--- config.mk ---
export PLATFORM = sky130hd
export DESIGN_NAME = ov7670_capture_core
export DESIGN_NICKNAME = d
export VERILOG_FILES = /design/src/rtl/ov7670_capture_core.sv
export SDC_FILE = /design/constraint.sdc
export NUM_CORES = 1
export LEC_CHECK = 0
export BUFFER_PORTS_ARGS = -buffer_cell sky130_fd_sc_hd__buf_2
export CAP_MARGIN = 20
export CORE_MARGIN = 4
export CORE_UTILIZATION = 57
export DETAILED_ROUTE_END_ITERATION = 16
export GPL_TIMING_DRIVEN = 0
export HOLD_SLACK_MARGIN = 0.12
export PLACE_DENSITY = 0.83
export REMOVE_ABC_BUFFERS = 1
export SYNTH_ARGS = -nofsm -noshare
export SYNTH_HDL_FRONTEND = slang
export SYNTH_SLANG_ARGS = --single-unit
--- constraint.sdc ---
create_clock -name i_clk -period 2.1 [get_ports i_clk]
set_input_delay 0.21 -clock i_clk [delete_from_list [all_inputs] [get_ports i_clk]]
set_output_delay 0.21 -clock i_clk [all_outputs]
set_load 0.05 [all_outputs]
--- src/rtl/ov7670_capture_core.sv ---
// OV7670 parallel camera capture: synchronises the camera bus, frames on VS/HS,
// assembles byte pairs into pixels with optional decimation and error flags.
module ov7670_capture_core #(
  parameter int unsigned DATA_WIDTH = 8,
  parameter int unsigned H_WIDTH    = 640,
  parameter int unsigned V_WIDTH    = 480,
  parameter int unsigned PXL_WIDTH  = 16
) (
  input  logic                        i_clk,
  input  logic                        i_n_reset,
  input  logic                        i_start,
  input  logic                        i_abort,
  input  logic                        i_continuous,
  input  logic [1:0]                  i_scale,
  input  logic                        i_fmt,
  input  logic                        i_PCLK,
  input  logic                        i_VS,
  input  logic                        i_HS,
  input  logic [DATA_WIDTH-1:0]       i_DATA,
  output logic [PXL_WIDTH-1:0]        o_pixel_data,
  output logic [$clog2(H_WIDTH):0]    o_h_addr,
  output logic [$clog2(V_WIDTH):0]    o_v_addr,
  output logic                        o_valid,
  output logic                        o_frame_done,
  output logic                        o_busy,
  output logic [2:0]                  o_state,
  output logic [7:0]                  o_frame_cnt,
  output logic [1:0]                  o_err
);

  localparam int unsigned HW = $clog2(H_WIDTH) + 1;
  localparam int unsigned VW = $clog2(V_WIDTH) + 1;
  localparam logic [HW-1:0] H_MAX = HW'(H_WIDTH);
  localparam logic [VW-1:0] V_MAX = VW'(V_WIDTH);

  typedef enum logic [2:0] {
    IDLE    = 3'd0,
    WAIT_VS = 3'd1,
    SYNC    = 3'd2,
    CAPTURE = 3'd3,
    DONE    = 3'd4
  } state_e;

  // Camera strobes: two synchroniser stages plus one history stage for edges
  logic [2:0]            pclk_sh_q, pclk_sh_d;
  logic [2:0]            vs_sh_q, vs_sh_d;
  logic [2:0]            hs_sh_q, hs_sh_d;
  logic [DATA_WIDTH-1:0] data_m_q, data_m_d;
  logic [DATA_WIDTH-1:0] data_s_q, data_s_d;

  state_e                state_q, state_d;
  logic [HW-1:0]         h_q, h_d;
  logic [VW-1:0]         v_q, v_d;
  logic                  phase_q, phase_d;
  logic [DATA_WIDTH-1:0] first_q, first_d;
  logic                  cont_q, cont_d;
  logic [1:0]            scale_q, scale_d;
  logic                  fmt_q, fmt_d;
  logic                  valid_q, valid_d;
  logic [PXL_WIDTH-1:0]  pix_q, pix_d;
  logic [HW-1:0]         haddr_q, haddr_d;
  logic [VW-1:0]         vaddr_q, vaddr_d;
  logic                  done_q, done_d;
  logic                  busy_q, busy_d;
  logic [7:0]            fcnt_q, fcnt_d;
  logic [1:0]            err_q, err_d;

  logic                  pclk_rise;
  logic                  vs_rise, vs_fall;
  logic                  hs_rise, hs_fall, hs_level;
  logic                  on_grid;
  logic [PXL_WIDTH-1:0]  pix_word;

  assign pclk_rise = pclk_sh_q[1] & ~pclk_sh_q[2];
  assign vs_rise   = vs_sh_q[1] & ~vs_sh_q[2];
  assign vs_fall   = ~vs_sh_q[1] & vs_sh_q[2];
  assign hs_rise   = hs_sh_q[1] & ~hs_sh_q[2];
  assign hs_fall   = ~hs_sh_q[1] & hs_sh_q[2];
  assign hs_level  = hs_sh_q[1];

  always_comb begin
    pclk_sh_d = {pclk_sh_q[1:0], i_PCLK};
    vs_sh_d   = {vs_sh_q[1:0], i_VS};
    hs_sh_d   = {hs_sh_q[1:0], i_HS};
    data_m_d  = i_DATA;
    data_s_d  = data_m_q;
  end

  // Decimation grid: keep only pixels whose source coordinates are multiples of 2^scale
  always_comb begin
    case (scale_q)
      2'd0:    on_grid = 1'b1;
      2'd1:    on_grid = ~h_q[0] & ~v_q[0];
      default: on_grid = (h_q[1:0] == 2'b00) && (v_q[1:0] == 2'b00);
    endcase
  end

  assign pix_word = fmt_q ? PXL_WIDTH'(first_q) : PXL_WIDTH'({first_q, data_s_q});

  always_comb begin
    state_d = state_q;
    h_d     = h_q;
    v_d     = v_q;
    phase_d = phase_q;
    first_d = first_q;
    cont_d  = cont_q;
    scale_d = scale_q;
    fmt_d   = fmt_q;
    valid_d = 1'b0;
    pix_d   = pix_q;
    haddr_d = haddr_q;
    vaddr_d = vaddr_q;
    err_d   = err_q;

    case (state_q)
      IDLE: begin
        if (i_start && !i_abort) begin
          state_d = WAIT_VS;
          err_d   = 2'b00;
        end
      end
      WAIT_VS: begin
        if (vs_rise) state_d = SYNC;
      end
      SYNC: begin
        if (vs_fall) begin
          state_d = CAPTURE;
          h_d     = '0;
          v_d     = '0;
          phase_d = 1'b0;
          cont_d  = i_continuous;
          scale_d = (i_scale == 2'd3) ? 2'd2 : i_scale;
          fmt_d   = i_fmt;
        end
      end
      CAPTURE: begin
        if (vs_rise) begin
          state_d = DONE;
        end else if (hs_rise) begin
          h_d     = '0;
          phase_d = 1'b0;
        end else if (hs_fall) begin
          // A lone first byte at end of line can never become a pixel
          if (phase_q) begin
            phase_d  = 1'b0;
            err_d[0] = 1'b1;
          end
          if ((h_q != '0) && (v_q < V_MAX)) v_d = v_q + VW'(1);
        end else if (pclk_rise && hs_level) begin
          if (!phase_q) begin
            first_d = data_s_q;
            phase_d = 1'b1;
          end else begin
            phase_d = 1'b0;
            if ((h_q >= H_MAX) || (v_q >= V_MAX)) begin
              err_d[1] = 1'b1;
            end else if (on_grid) begin
              valid_d = 1'b1;
              pix_d   = pix_word;
              haddr_d = h_q >> scale_q;
              vaddr_d = v_q >> scale_q;
            end
            if (h_q < H_MAX) h_d = h_q + HW'(1);
          end
        end
      end
      DONE: begin
        state_d = cont_q ? SYNC : IDLE;
      end
      default: state_d = IDLE;
    endcase

    if (i_abort) begin
      state_d = IDLE;
      h_d     = '0;
      v_d     = '0;
      phase_d = 1'b0;
      valid_d = 1'b0;
    end

    done_d = (state_d == DONE);
    fcnt_d = done_d ? fcnt_q + 8'd1 : fcnt_q;
    busy_d = (state_d != IDLE);
  end

  always_ff @(posedge i_clk or negedge i_n_reset) begin
    if (!i_n_reset) begin
      pclk_sh_q <= '0;
      vs_sh_q   <= '0;
      hs_sh_q   <= '0;
      data_m_q  <= '0;
      data_s_q  <= '0;
      state_q   <= IDLE;
      h_q       <= '0;
      v_q       <= '0;
      phase_q   <= 1'b0;
      first_q   <= '0;
      cont_q    <= 1'b0;
      scale_q   <= 2'd0;
      fmt_q     <= 1'b0;
      valid_q   <= 1'b0;
      pix_q     <= '0;
      haddr_q   <= '0;
      vaddr_q   <= '0;
      done_q    <= 1'b0;
      busy_q    <= 1'b0;
      fcnt_q    <= 8'd0;
      err_q     <= 2'b00;
    end else begin
      pclk_sh_q <= pclk_sh_d;
      vs_sh_q   <= vs_sh_d;
      hs_sh_q   <= hs_sh_d;
      data_m_q  <= data_m_d;
      data_s_q  <= data_s_d;
      state_q   <= state_d;
      h_q       <= h_d;
      v_q       <= v_d;
      phase_q   <= phase_d;
      first_q   <= first_d;
      cont_q    <= cont_d;
      scale_q   <= scale_d;
      fmt_q     <= fmt_d;
      valid_q   <= valid_d;
      pix_q     <= pix_d;
      haddr_q   <= haddr_d;
      vaddr_q   <= vaddr_d;
      done_q    <= done_d;
      busy_q    <= busy_d;
      fcnt_q    <= fcnt_d;
      err_q     <= err_d;
    end
  end

  assign o_pixel_data = pix_q;
  assign o_h_addr     = haddr_q;
  assign o_v_addr     = vaddr_q;
  assign o_valid      = valid_q;
  assign o_frame_done = done_q;
  assign o_busy       = busy_q;
  assign o_state      = state_q;
  assign o_frame_cnt  = fcnt_q;
  assign o_err        = err_q;

endmodule
==> results of run 1 <==
[power breakdown]
group	total (µW)	switching, µW	internal (µW)
clock	1240	782	460
sequential	2380	164	2220
combinational	382	203	179
[layout make-up]
| class | count | share of cell area (%) |
|---|---|---|
| clock buffer | 10 | 2.09 |
| clock inverter | 6 | 1.00 |
| inverter | 12 | 0.736 |
| multi-input combinational | 324 | 37.2 |
| sequential | 112 | 45.9 |
| tap | 108 | 2.21 |
| timing repair buffer | 103 | 10.8 |
[cells by family after synthesis]
| logic type | after synthesis |
|---|---|
| AOI/OAI and AO/OA | 111 |
| xor gates and xnor gates | 10 |
| and+or+nand+nor | 153 |
| DFF | 112 |
| muxes | 40 |
| adders and majority gates | 7 |
| buffers and inverters | 34 |
[flip-flops by register name (all words and copies together), names as in the netlist]
name	flops
fmt_q	1
o_err	2
h_q	11
vs_sh_q	3
o_frame_cnt	8
o_pixel_data	16
pclk_sh_q	3
scale_q	2
hs_sh_q	3
v_q	10
o_valid	1
o_frame_done	1
o_busy	1
o_h_addr	11
phase_q	1
first_q	8
o_v_addr	10
data_s_q	8
cont_q	1
o_state	3
data_m_q	8
[layout by cell type (no fill, tap or decap), drive strengths merged, types with 2 or more instances in the layout]
| cell | count |
|---|---|
| nor2 | 33 |
| or2 | 2 |
| ha | 7 |
| xor2 | 6 |
| and3 | 7 |
| nand2b | 14 |
| o22a | 2 |
| a21o | 4 |
| buf | 86 |
| nor2b | 4 |
| a31oi | 10 |
| o21ai | 48 |
| xnor2 | 4 |
| dlygate4sd3 | 17 |
| a211oi | 3 |
| a21oi | 23 |
| mux2i | 21 |
| nand3b | 4 |
| nor4 | 5 |
| inv | 13 |
| or3 | 5 |
| nand3 | 8 |
| a31o | 3 |
| and2 | 4 |
| dfrtp | 112 |
| clkinv | 4 |
| a41oi | 2 |
| nand2 | 47 |
| clkbuf | 10 |
| mux2 | 19 |
| o21a | 2 |
| o31ai | 4 |
| nor3 | 9 |
| nand4 | 10 |
| a41o | 2 |
[critical path: cells and delay by family (launching register included)]
family                     cells  cell delay, ns
and+or+nand+nor                2            0.60
DFF                            1            0.41
adders and majority gates      1            0.19
AOI/OAI and AO/OA              3            0.50
buffers and inverters          2            0.23
[routing by layer]
metal,vias up,routed length [µm],global-route usage (%)
met5,-,0,0
met2,132,6020,39.3
li1,1859,-,-
met4,0,172,6.96
met3,15,665,4.64
met1,1953,4880,30.1
[stage by stage]
| step | util, % | hold WS (ns) | TNS [ns] | instance area (µm²) | total power, µW |
|---|---|---|---|---|---|
| 3_5_place_dp | 63.6 | 0.319 | -23.04 | 5520 | 2740 |
| 2_1_floorplan | - | -0.0856 | -17.06 | 4990 | 2590 |
| 4_1_cts | 69.2 | 0.177 | 0 | 6000 | 4000 |
| 3_3_place_gp | 63.1 | 0.318 | -81.18 | 5480 | 2720 |
| 5_1_grt | 70.5 | 0.238 | -0.0631 | 6120 | 4170 |
| 6_report | 70.5 | 0.206 | 0 | 6120 | 4010 |
[repair_timing]
| item | 4_1_cts | 5_1_grt |
|---|---|---|
| buffers inserted | 8 | 6 |
| hold endpoints to repair | 80 | 0 |
| pin swaps | 2 | 3 |
| cloned | 2 | 1 |
| hold buffers | 17 | 0 |
| setup endpoints to repair | 38 | 49 |
| resized for setup | 10 | 15 |
[synthesized netlist by cell type, types with 4 or more instances]
master	instances	area, µm²
inv_1	10	37.5
mux2_2	18	203
or3_1	5	31.3
and2_1	4	25.0
nor3_1	5	25.0
a31oi_1	10	62.6
o21ai_0	47	235
and3_1	7	43.8
xor2_1	6	52.6
nand2b_1	14	87.6
dfrtp_1	112	2800
mux2i_1	21	210
clkbuf_1	16	60.1
nand2_1	47	176
nand4_1	6	37.5
buf_2	4	20.0
a21o_1	4	30.0
ha_1	7	87.6
nand3_1	8	40.0
a21oi_1	23	115
nor2_1	33	124
o31ai_1	4	30.0
xnor2_1	4	35.0
[final timing paths]
check                                          start                      endpoint  slack, ns  depth (start not counted)
worst max-delay path            hs_sh_q[1]$_DFF_PN0_            h_q[5]$_DFFE_PN0P_       0.07                          8
worst min-delay path                         i_abort             o_valid$_DFF_PN0_       0.21                          2
worst max register to register  hs_sh_q[1]$_DFF_PN0_            h_q[5]$_DFFE_PN0P_       0.07                          8
worst min register to register  hs_sh_q[0]$_DFF_PN0_          hs_sh_q[1]$_DFF_PN0_       0.36                          0
max in group asynchronous                  i_n_reset          hs_sh_q[1]$_DFF_PN0_       0.90                          3
min in group asynchronous                  i_n_reset  o_pixel_data[12]$_DFFE_PN0P_       0.47                          2
==> results.yml, run 1 <==
synth:
  synth_simple_gate_area_share_pct: 16.7
  ys_ff_latch: 112
  synthDistinctLibCells: 57
  synth_flop_cell: "dfrtp_1"
  yosysWarningCount: 0
  syn_area_um2: 5080
  syn_avg_cell_area_um2: 10.9
  ys_async_sr_fraction_pct: 100
  muxShareOfSynthArea_pct: 8.35
  syn_inst: 467
  synth_top_family_by_area: "simple AND/OR/NAND/NOR gates"
  synthAdderAreaFrac_pct: 1.72
  synth_edf_count: 0
  ys_seq_area_share_pct: 55.2
  synthXorXnorAreaFrac_pct: 1.72
  synth-compound-area-share_pct: 13.7
routing:
  postRouteAntennaNets: 0
  wirelength_um: 11700
  routed_via_density: 5.87
  post-route-drc-count: 0
  drt_iter0_markers: 267
  vias: 3959
  drtPass1Iterations: 5
  wl_per_cell_um: 17.4
timing:
  fin_skew_ns: 0.0156
  maxSlewViolCount: 0
  setup-violations-final: 0
  hold_viol: 0
  setup_slack_ns: 0.0730
  period_share_pct: 96.5
  min_period_ns: 2.03
  max_slew.worst_pin.slew_ns: 0.848
  relSlewSlack_pct: 43.5
  fmax_mhz: 493
cts:
  htree_levels: 3
  clk_pin_slew_ns: 0.11
  clkSinkCount: 112
  cts_buffer_depth: 2
  clk-insertion-delay-late_ns: 0.38
  cts_tree: "done"
  cts-root-buf: "clkbuf_8"
  cts_made_buffers: 9
critical_path:
  critPathRequiredTime_ns: 2.36
  crit_slowest_cell: "nor4_4"
  end_kind: "flop"
  worst-endpoint-arrival_ns: 2.29
  crit_chain: "inv_2 > ha_2 > nand2b_4 > nor4_4 > buf_4 > o211a_4 > a31oi_1 > a41o_1"
  path_class: "reg2reg"
  critical-path-max-stage-delay_ns: 0.44
  start_kind: "flop"
  cp_max_fo: 7
place:
  gp_congestion: 0.914
  post-place-ws_ns: -0.778
  placed_cells: 625
  portBuffers: 71
  dp_hpwl_um: 7150
layout:
  nNetsFinal: 588
  regArea_um2: 2810
  syn_to_final_growth_pct: 20.4
  drive_above_1_share_pct: 27.5
  multi_input_comb_area_um2: 2280
  fillerInstances: 624
  fin_cells: 675
  num_antenna_cells: 0
grt:
  grt_usage_pct: 23.1
  grt_max_degree: 65
  grt_pass1_wl_um: 18900
  antenna_found_initial: 0
  grt_overflow: 0
  grt_pass1_vias: 3885
run_status:
  outcome: "complete, no violations"
floorplan:
  dieArea_um2: 10500
  start_util_pct: 58.5
  die_w_um: 102
  io_pins: 72
  core_area_um2: 8680
  fp.dieH_um: 102
  rows: 34
pwr:
  leakagePower_uw: 0.00293
  ir_drop_mv: 0.484
  pwr_density_cell_nw_per_um2: 655
run:
  drv_cap: 0
worst_hold_path:
  hold_path_class: "in2reg"
Power figures use the tool's default switching activity.
==> run 2: changes to the inputs <==
--- a/config.mk
+++ b/config.mk
@@ -5,14 +5,16 @@
 export SDC_FILE = /design/constraint.sdc
 export NUM_CORES = 1
 export LEC_CHECK = 0
+export ABC_AREA = 1
 export BUFFER_PORTS_ARGS = -buffer_cell sky130_fd_sc_hd__buf_2
 export CAP_MARGIN = 20
 export CORE_MARGIN = 4
-export CORE_UTILIZATION = 57
+export CORE_UTILIZATION = 58
 export DETAILED_ROUTE_END_ITERATION = 16
+export GPL_ROUTABILITY_DRIVEN = 0
 export GPL_TIMING_DRIVEN = 0
 export HOLD_SLACK_MARGIN = 0.12
-export PLACE_DENSITY = 0.83
+export PLACE_DENSITY = 0.84
 export REMOVE_ABC_BUFFERS = 1
 export SYNTH_ARGS = -nofsm -noshare
 export SYNTH_HDL_FRONTEND = slang
==> run 2 against run 1 <==
Net effect:
- hold slack lost 0.070 ns
- count of clock-buffer cells in the layout is the same
- maximum frequency is essentially flat
- area after synthesis grew 8.1%
- synthesized cell count up 41%
- die area is 5.8% higher
==> results.yml, run 2 <==
timing:
  finalSetupTns_ns: 0
  maxSlewViolCount: 0
  relSlewSlack_pct: 52.3
  fin_skew_ns: 0.0181
  setup-violations-final: 0
  hold-worst-slack_ns: 0.136
  max_slew.worst_pin.slew_ns: 0.716
  period_share_pct: 96.6
  min_period_ns: 2.03
  hold_viol: 0
  fmax_mhz: 493
routing:
  vias: 4703
  drtPass1Iterations: 6
  routed_via_density: 5.37
  post-route-drc-count: 0
  postRouteAntennaNets: 0
  wirelength_um: 12400
  drt-met1-wl_um: 5070
  route.met2.wl_um: 6060
  wl_per_cell_um: 14.2
  met3_length_um: 900
  highest_layer: "met4"
  drt_iter0_markers: 359
layout:
  nNetsFinal: 768
  drive_above_1_share_pct: 21.7
  final_common_cell: "nand2_1"
  num_antenna_cells: 0
  fin_util_pct: 69.0
  mostFrequentLayoutCells: "nand2_1 (202), dfrtp_1 (110), buf_2 (70)"
  fin_cells: 876
  syn_to_final_growth_pct: 16.1
  largest_reg_flops: 16
  fillerInstances: 706
synth:
  yosysMostFrequentCell: "nand2_1"
  synth_edf_count: 0
  synth_top_area_share_pct: 51.0
  yosysTopAreaCell: "dfrtp_1"
  synthDistinctLibCells: 35
  syn_avg_cell_area_um2: 8.35
  yosysWarningCount: 0
  yosys-top-cells-count: "nand2_1 (203), dfrtp_1 (112), inv_1 (60), nor2_1 (56), o21ai_0 (42)"
  ys_async_sr_fraction_pct: 100
  synthTopCellsByArea: "dfrtp_1 (51%), nand2_1 (14%), o21ai_2 (5.6%), inv_1 (4.1%), nor2_1 (3.8%)"
  syn_inst: 658
  syn_area_um2: 5490
  ys_ff_latch: 112
  ys_seq_area_share_pct: 51.0
  synth_flop_cell: "dfrtp_1"
grt:
  grt_usage_pct: 23.8
  grt_max_degree: 58
  grt_overflow: 0
  antenna_found_initial: 0
  grt_pass1_vias: 4640
  grt_pass1_wl_um: 21500
cts:
  clkSinkCount: 112
  clk_pin_slew_ns: 0.11
  cts-root-buf: "clkbuf_8"
  clk-insertion-delay-late_ns: 0.39
  cts_tree: "done"
  cts_buffer_depth: 2
  cts_made_buffers: 9
  htree_levels: 3
place:
  portBuffers: 71
  dp_hpwl_um: 7890
  placed_cells: 832
critical_path:
  cp_max_fo: 18
  end_kind: "flop"
  path_class: "reg2reg"
  start_kind: "flop"
  worst-endpoint-arrival_ns: 2.33
  critPathRequiredTime_ns: 2.41
floorplan:
  io_pins: 72
  dieArea_um2: 11100
  die_w_um: 105
  rows: 35
  fp.dieH_um: 105
  core_area_um2: 9240
  start_util_pct: 59.4
pwr:
  leakagePower_uw: 0.00324
  seq_power_share_pct: 54.8
  p_sw_uw: 1390
  sw_frac_of_total_pct: 32.1
  pwr_density_cell_nw_per_um2: 678
  clkPwrFrac_pct: 30.2
  ir_drop_mv: 0.364
  finalPower_uw: 4320
  comb_power_share_pct: 15.0
  p_int_uw: 2930
run:
  drv_cap: 0
run_status:
  outcome: "complete, no violations"
worst_hold_path:
  hold_path_class: "in2reg"
-- run 2: cell types whose count changed in the layout (fill, tap and decap cells not counted), sizes merged, moves of 8 or more --
| cell | previous run | this run |
|---|---|---|
| nand2 | 47 | 209 |
| inv | 13 | 68 |
| o21ai | 48 | 83 |
| nand3 | 8 | 42 |
| nor2 | 33 | 60 |
| mux2i | 21 | 0 |
| mux2 | 19 | 0 |
| nand2b | 14 | 0 |
| a31oi | 10 | 2 |
-- run 2: worst paths after layout --
kind	from	endpoint	slack (ns)	cells past startpoint
max	v_q[6]$_DFFE_PN0P_	o_pixel_data[5]$_DFFE_PN0P_	0.07	5
min in group asynchronous	i_n_reset	first_q[1]$_DFFE_PN0P_	0.40	2
min reg2reg	vs_sh_q[0]$_DFF_PN0_	vs_sh_q[1]$_DFF_PN0_	0.36	0
max in group asynchronous	i_n_reset	scale_q[1]$_DFFE_PN0P_	0.96	3
min	i_scale[1]	scale_q[1]$_DFFE_PN0P_	0.14	3
max reg2reg	v_q[6]$_DFFE_PN0P_	o_pixel_data[5]$_DFFE_PN0P_	0.07	5
-- run 2: layout make-up --
class | instances | area, µm² | share of cell area, %
Tap cell | 129 | 161 | 2.53
Clock buffer | 10 | 138 | 2.16
Clock inverter | 6 | 65.1 | 1.02
Inverter | 64 | 243 | 3.81
Sequential cell | 112 | 2810 | 44.0
Timing Repair Buffer | 97 | 626 | 9.81
Multi-Input combinational cell | 458 | 2340 | 36.7
-- run 2: worst max-delay path, stage by stage, from the launching register on --
cell	delay (ns)
dfrtp_1	0.47
nand2_1	0.12
o21ai_0	0.18
nor2_2	0.56
nand3_4	0.39
o21ai_2	0.24
-- run 2: cell families (layout without fill, tap and decap cells) --
kind of cell	count (synthesis)	count (layout)	synth area share [%]
AO/OA/AOI/OAI	112	112	12.8
buffers and inverters	91	177	7.77
AND/OR/NAND/NOR	328	331	25.5
XOR/XNOR	8	8	1.28
flip-flops	112	112	51.0
adder cells (fa/ha/maj)	7	7	1.59
-- run 2: power by group through the flow --
stage / combinational, µW / sequential (µW) / clock (µW)
2_1_floorplan: 378 / 2390 / 0
3_3_place_gp: 556 / 2400 / 0
3_5_place_dp: 579 / 2400 / 0
4_1_cts: 634 / 2360 / 1320
5_1_grt: 735 / 2390 / 1420
6_report: 647 / 2370 / 1310
-- run 2: routing by layer --
metal / vias up / GRT usage [%]
met2: 201 / 39.3
li1: 2272 / -
met3: 41 / 5.82
met1: 2189 / 30.2
met4: 0 / 9.56
met5: - / 0
-- run 2: through the flow --
step / instance area [µm²] / setup slack, ns
floorplan: 5310 / -0.262
global placement: 5830 / -0.526
detailed placement: 5860 / -0.576
CTS: 6320 / 0.0201
global route: 6380 / -0.0101
finish: 6380 / 0.0721
-- run 2: repair_timing --
item	4_1_cts	5_1_grt
resized for setup	8	5
hold buffers	16	0
cloned	3	0
endpoints found under the hold margin	69	0
setup endpoints to repair	47	54
setup buffers	4	5
pin swaps	3	2
==> run 3: changes to the inputs <==
--- a/config.mk
+++ b/config.mk
@@ -14,7 +14,7 @@
 export GPL_ROUTABILITY_DRIVEN = 0
 export GPL_TIMING_DRIVEN = 0
 export HOLD_SLACK_MARGIN = 0.12
-export PLACE_DENSITY = 0.84
+export PLACE_DENSITY_LB_ADDON = 0.08
 export REMOVE_ABC_BUFFERS = 1
 export SYNTH_ARGS = -nofsm -noshare
 export SYNTH_HDL_FRONTEND = slang
==> run 3 against run 2 <==
Net effect:
- cell count is 0.57% higher
- sequential share of layout area fell by 0.37 points
- critical path depth increased by 1
- first-iteration DRC count down 18%
- sequential power barely moved
- total power decreased by 0.79%
- sequential cell count did not move
- non-clock buffer count is 5 higher
- critical endpoint is now o_pixel_data[1]$_DFFE_PN0P_
- worst setup slack improved by 0.11 ns
- register-to-register slack improved by 0.11 ns
==> results.yml, run 3 (synthesis gave the netlist of run 2 again) <==
timing:
  grt_setup_unrepaired: "false"
  hold_viol: 0
  setup-violations-final: 0
  min_period_ns: 1.91
  period_share_pct: 91.2
  maxSlewViolCount: 0
  relSlewSlack_pct: 61.9
  fin_skew_ns: 0.0190
  fmax_mhz: 522
  max_slew.worst_pin.slew_ns: 0.571
pwr:
  comb_power_share_pct: 15.1
  p_int_uw: 2900
  finalPower_uw: 4290
  seq_power_share_pct: 55.3
  sw_frac_of_total_pct: 32.5
  ir_drop_mv: 0.458
  clkPwrFrac_pct: 29.6
  leakagePower_uw: 0.00327
  p_sw_uw: 1390
  pwr_density_cell_nw_per_um2: 667
place:
  portBuffers: 71
  dp_hpwl_um: 7650
  placed_cell_area_um2: 5860
cts:
  cts-root-buf: "clkbuf_8"
  cts_tree: "done"
  htree_levels: 3
  clk-insertion-delay-late_ns: 0.38
  clk_pin_slew_ns: 0.11
  cts_buffer_depth: 2
  clkSinkCount: 112
  cts_made_buffers: 9
critical_path:
  cp_max_fo: 33
  critical-path-max-stage-delay_ns: 0.61
  worst-endpoint-arrival_ns: 2.19
  end_kind: "flop"
  critical-path-top-delay-family: "flip-flops"
  critPathRequiredTime_ns: 2.37
  crit_chain: "inv_4 > a21oi_1 > o21ai_4 > nand3_4 > nand2_1 > o21ai_2"
  start_kind: "flop"
  path_buf_inv: 1
  crit_slowest_cell: "dfrtp_2"
  path_class: "reg2reg"
layout:
  final_common_cell: "nand2_1"
  mostFrequentLayoutCells: "nand2_1 (203), dfrtp_1 (110), buf_2 (70)"
  largest_reg_flops: 16
  drive_above_1_share_pct: 22.1
  syn_to_final_growth_pct: 17.1
  postLayoutCellArea_um2: 6430
  num_antenna_cells: 0
  nNetsFinal: 773
grt:
  grt_usage_pct: 22.9
  antenna_found_initial: 0
  grt_pass1_wl_um: 20500
  grt_pass1_vias: 4308
  grt_max_degree: 73
  grt_overflow: 0
routing:
  vias: 4525
  wl_per_cell_um: 13.8
  wirelength_um: 12200
  post-route-drc-count: 0
  routed_via_density: 5.14
  drt_iter0_markers: 296
  drtPass1Iterations: 5
  postRouteAntennaNets: 0
floorplan:
  io_pins: 72
  dieArea_um2: 11100
  fp.dieH_um: 105
  core_area_um2: 9240
  rows: 35
  start_util_pct: 59.4
  die_w_um: 105
worst_hold_path:
  hold_path_class: "in2reg"
run_status:
  outcome: "complete, no violations"
run:
  drv_cap: 0
-- run 3: cell types whose count changed in the layout (fill, tap and decap cells not counted), moves of 2 or more --
cell / delta
nand2_2: -2
buf_4: +4
inv_6: -2
clkinv_4: +2
-- run 3: metrics by stage --
step / utilization, % / hold slack (ns) / setup slack (ns) / setup TNS [ns] / cells
after floorplan: - / -0.0856 / -0.262 / -9.72 / 631
after global placement: 63.0 / 0.317 / -0.573 / -71.99 / 831
after detailed placement: 63.4 / 0.220 / -0.664 / -23.61 / 832
after CTS: 68.5 / 0.174 / 0.0320 / 0 / 872
after global routing: 69.6 / 0.182 / 0.0382 / 0 / 881
final: 69.6 / 0.179 / 0.185 / 0 / 881
-- run 3: worst min-delay path: cells and delay by family --
kind,cells,cell delay [ns]
simple gates,1,0.11
compound gates,1,0.11
buf+inv,1,0.08
-- run 3: final timing paths --
kind,start,end,slack [ns],cells after the start
min in group asynchronous,i_n_reset,o_h_addr[7]$_DFFE_PN0P_,0.34,2
max,scale_q[0]$_DFFE_PN0P_,o_pixel_data[1]$_DFFE_PN0P_,0.19,6
max reg2reg,scale_q[0]$_DFFE_PN0P_,o_pixel_data[1]$_DFFE_PN0P_,0.19,6
min,i_scale[1],scale_q[1]$_DFFE_PN0P_,0.18,3
min reg2reg,data_m_q[2]$_DFF_PN0_,data_s_q[2]$_DFF_PN0_,0.36,0
max in group asynchronous,i_n_reset,scale_q[1]$_DFFE_PN0P_,1.03,3
-- run 3: per-layer routing --
metal	up-vias	track usage (%)	wire length [µm]	part of all wire, %
li1	2275	-	-	-
met5	-	0	0	0
met3	18	3.43	625	5.1
met1	2102	31.0	5390	44
met4	0	6.56	189	1.6
met2	130	38.3	5980	49
-- run 3: final cells by class --
class	count	area, µm²
multi-input combinational	458	2350
tap	129	161
timing repair buffer	102	676
inverter	64	243
fill	753	2810
clock inverter	7	75.1
clock buffer	9	124
sequential	112	2810
-- run 3: power groups by stage --
stage	registers (µW)	logic, µW	clock network, µW
after floorplan	2390	378	0
after global placement	2400	569	0
after detailed placement	2400	587	0
after CTS	2360	641	1300
after global routing	2390	734	1390
final	2370	648	1270
-- run 3: timing repair --
action                     in CTS  in global routing
resized for setup               9                  6
setup endpoints to repair      47                 54
buffers inserted                5                  9
pin swaps                       3                  2
gates cloned                    3                  0
hold buffers                   16                  0
hold endpoints to repair       54                  0
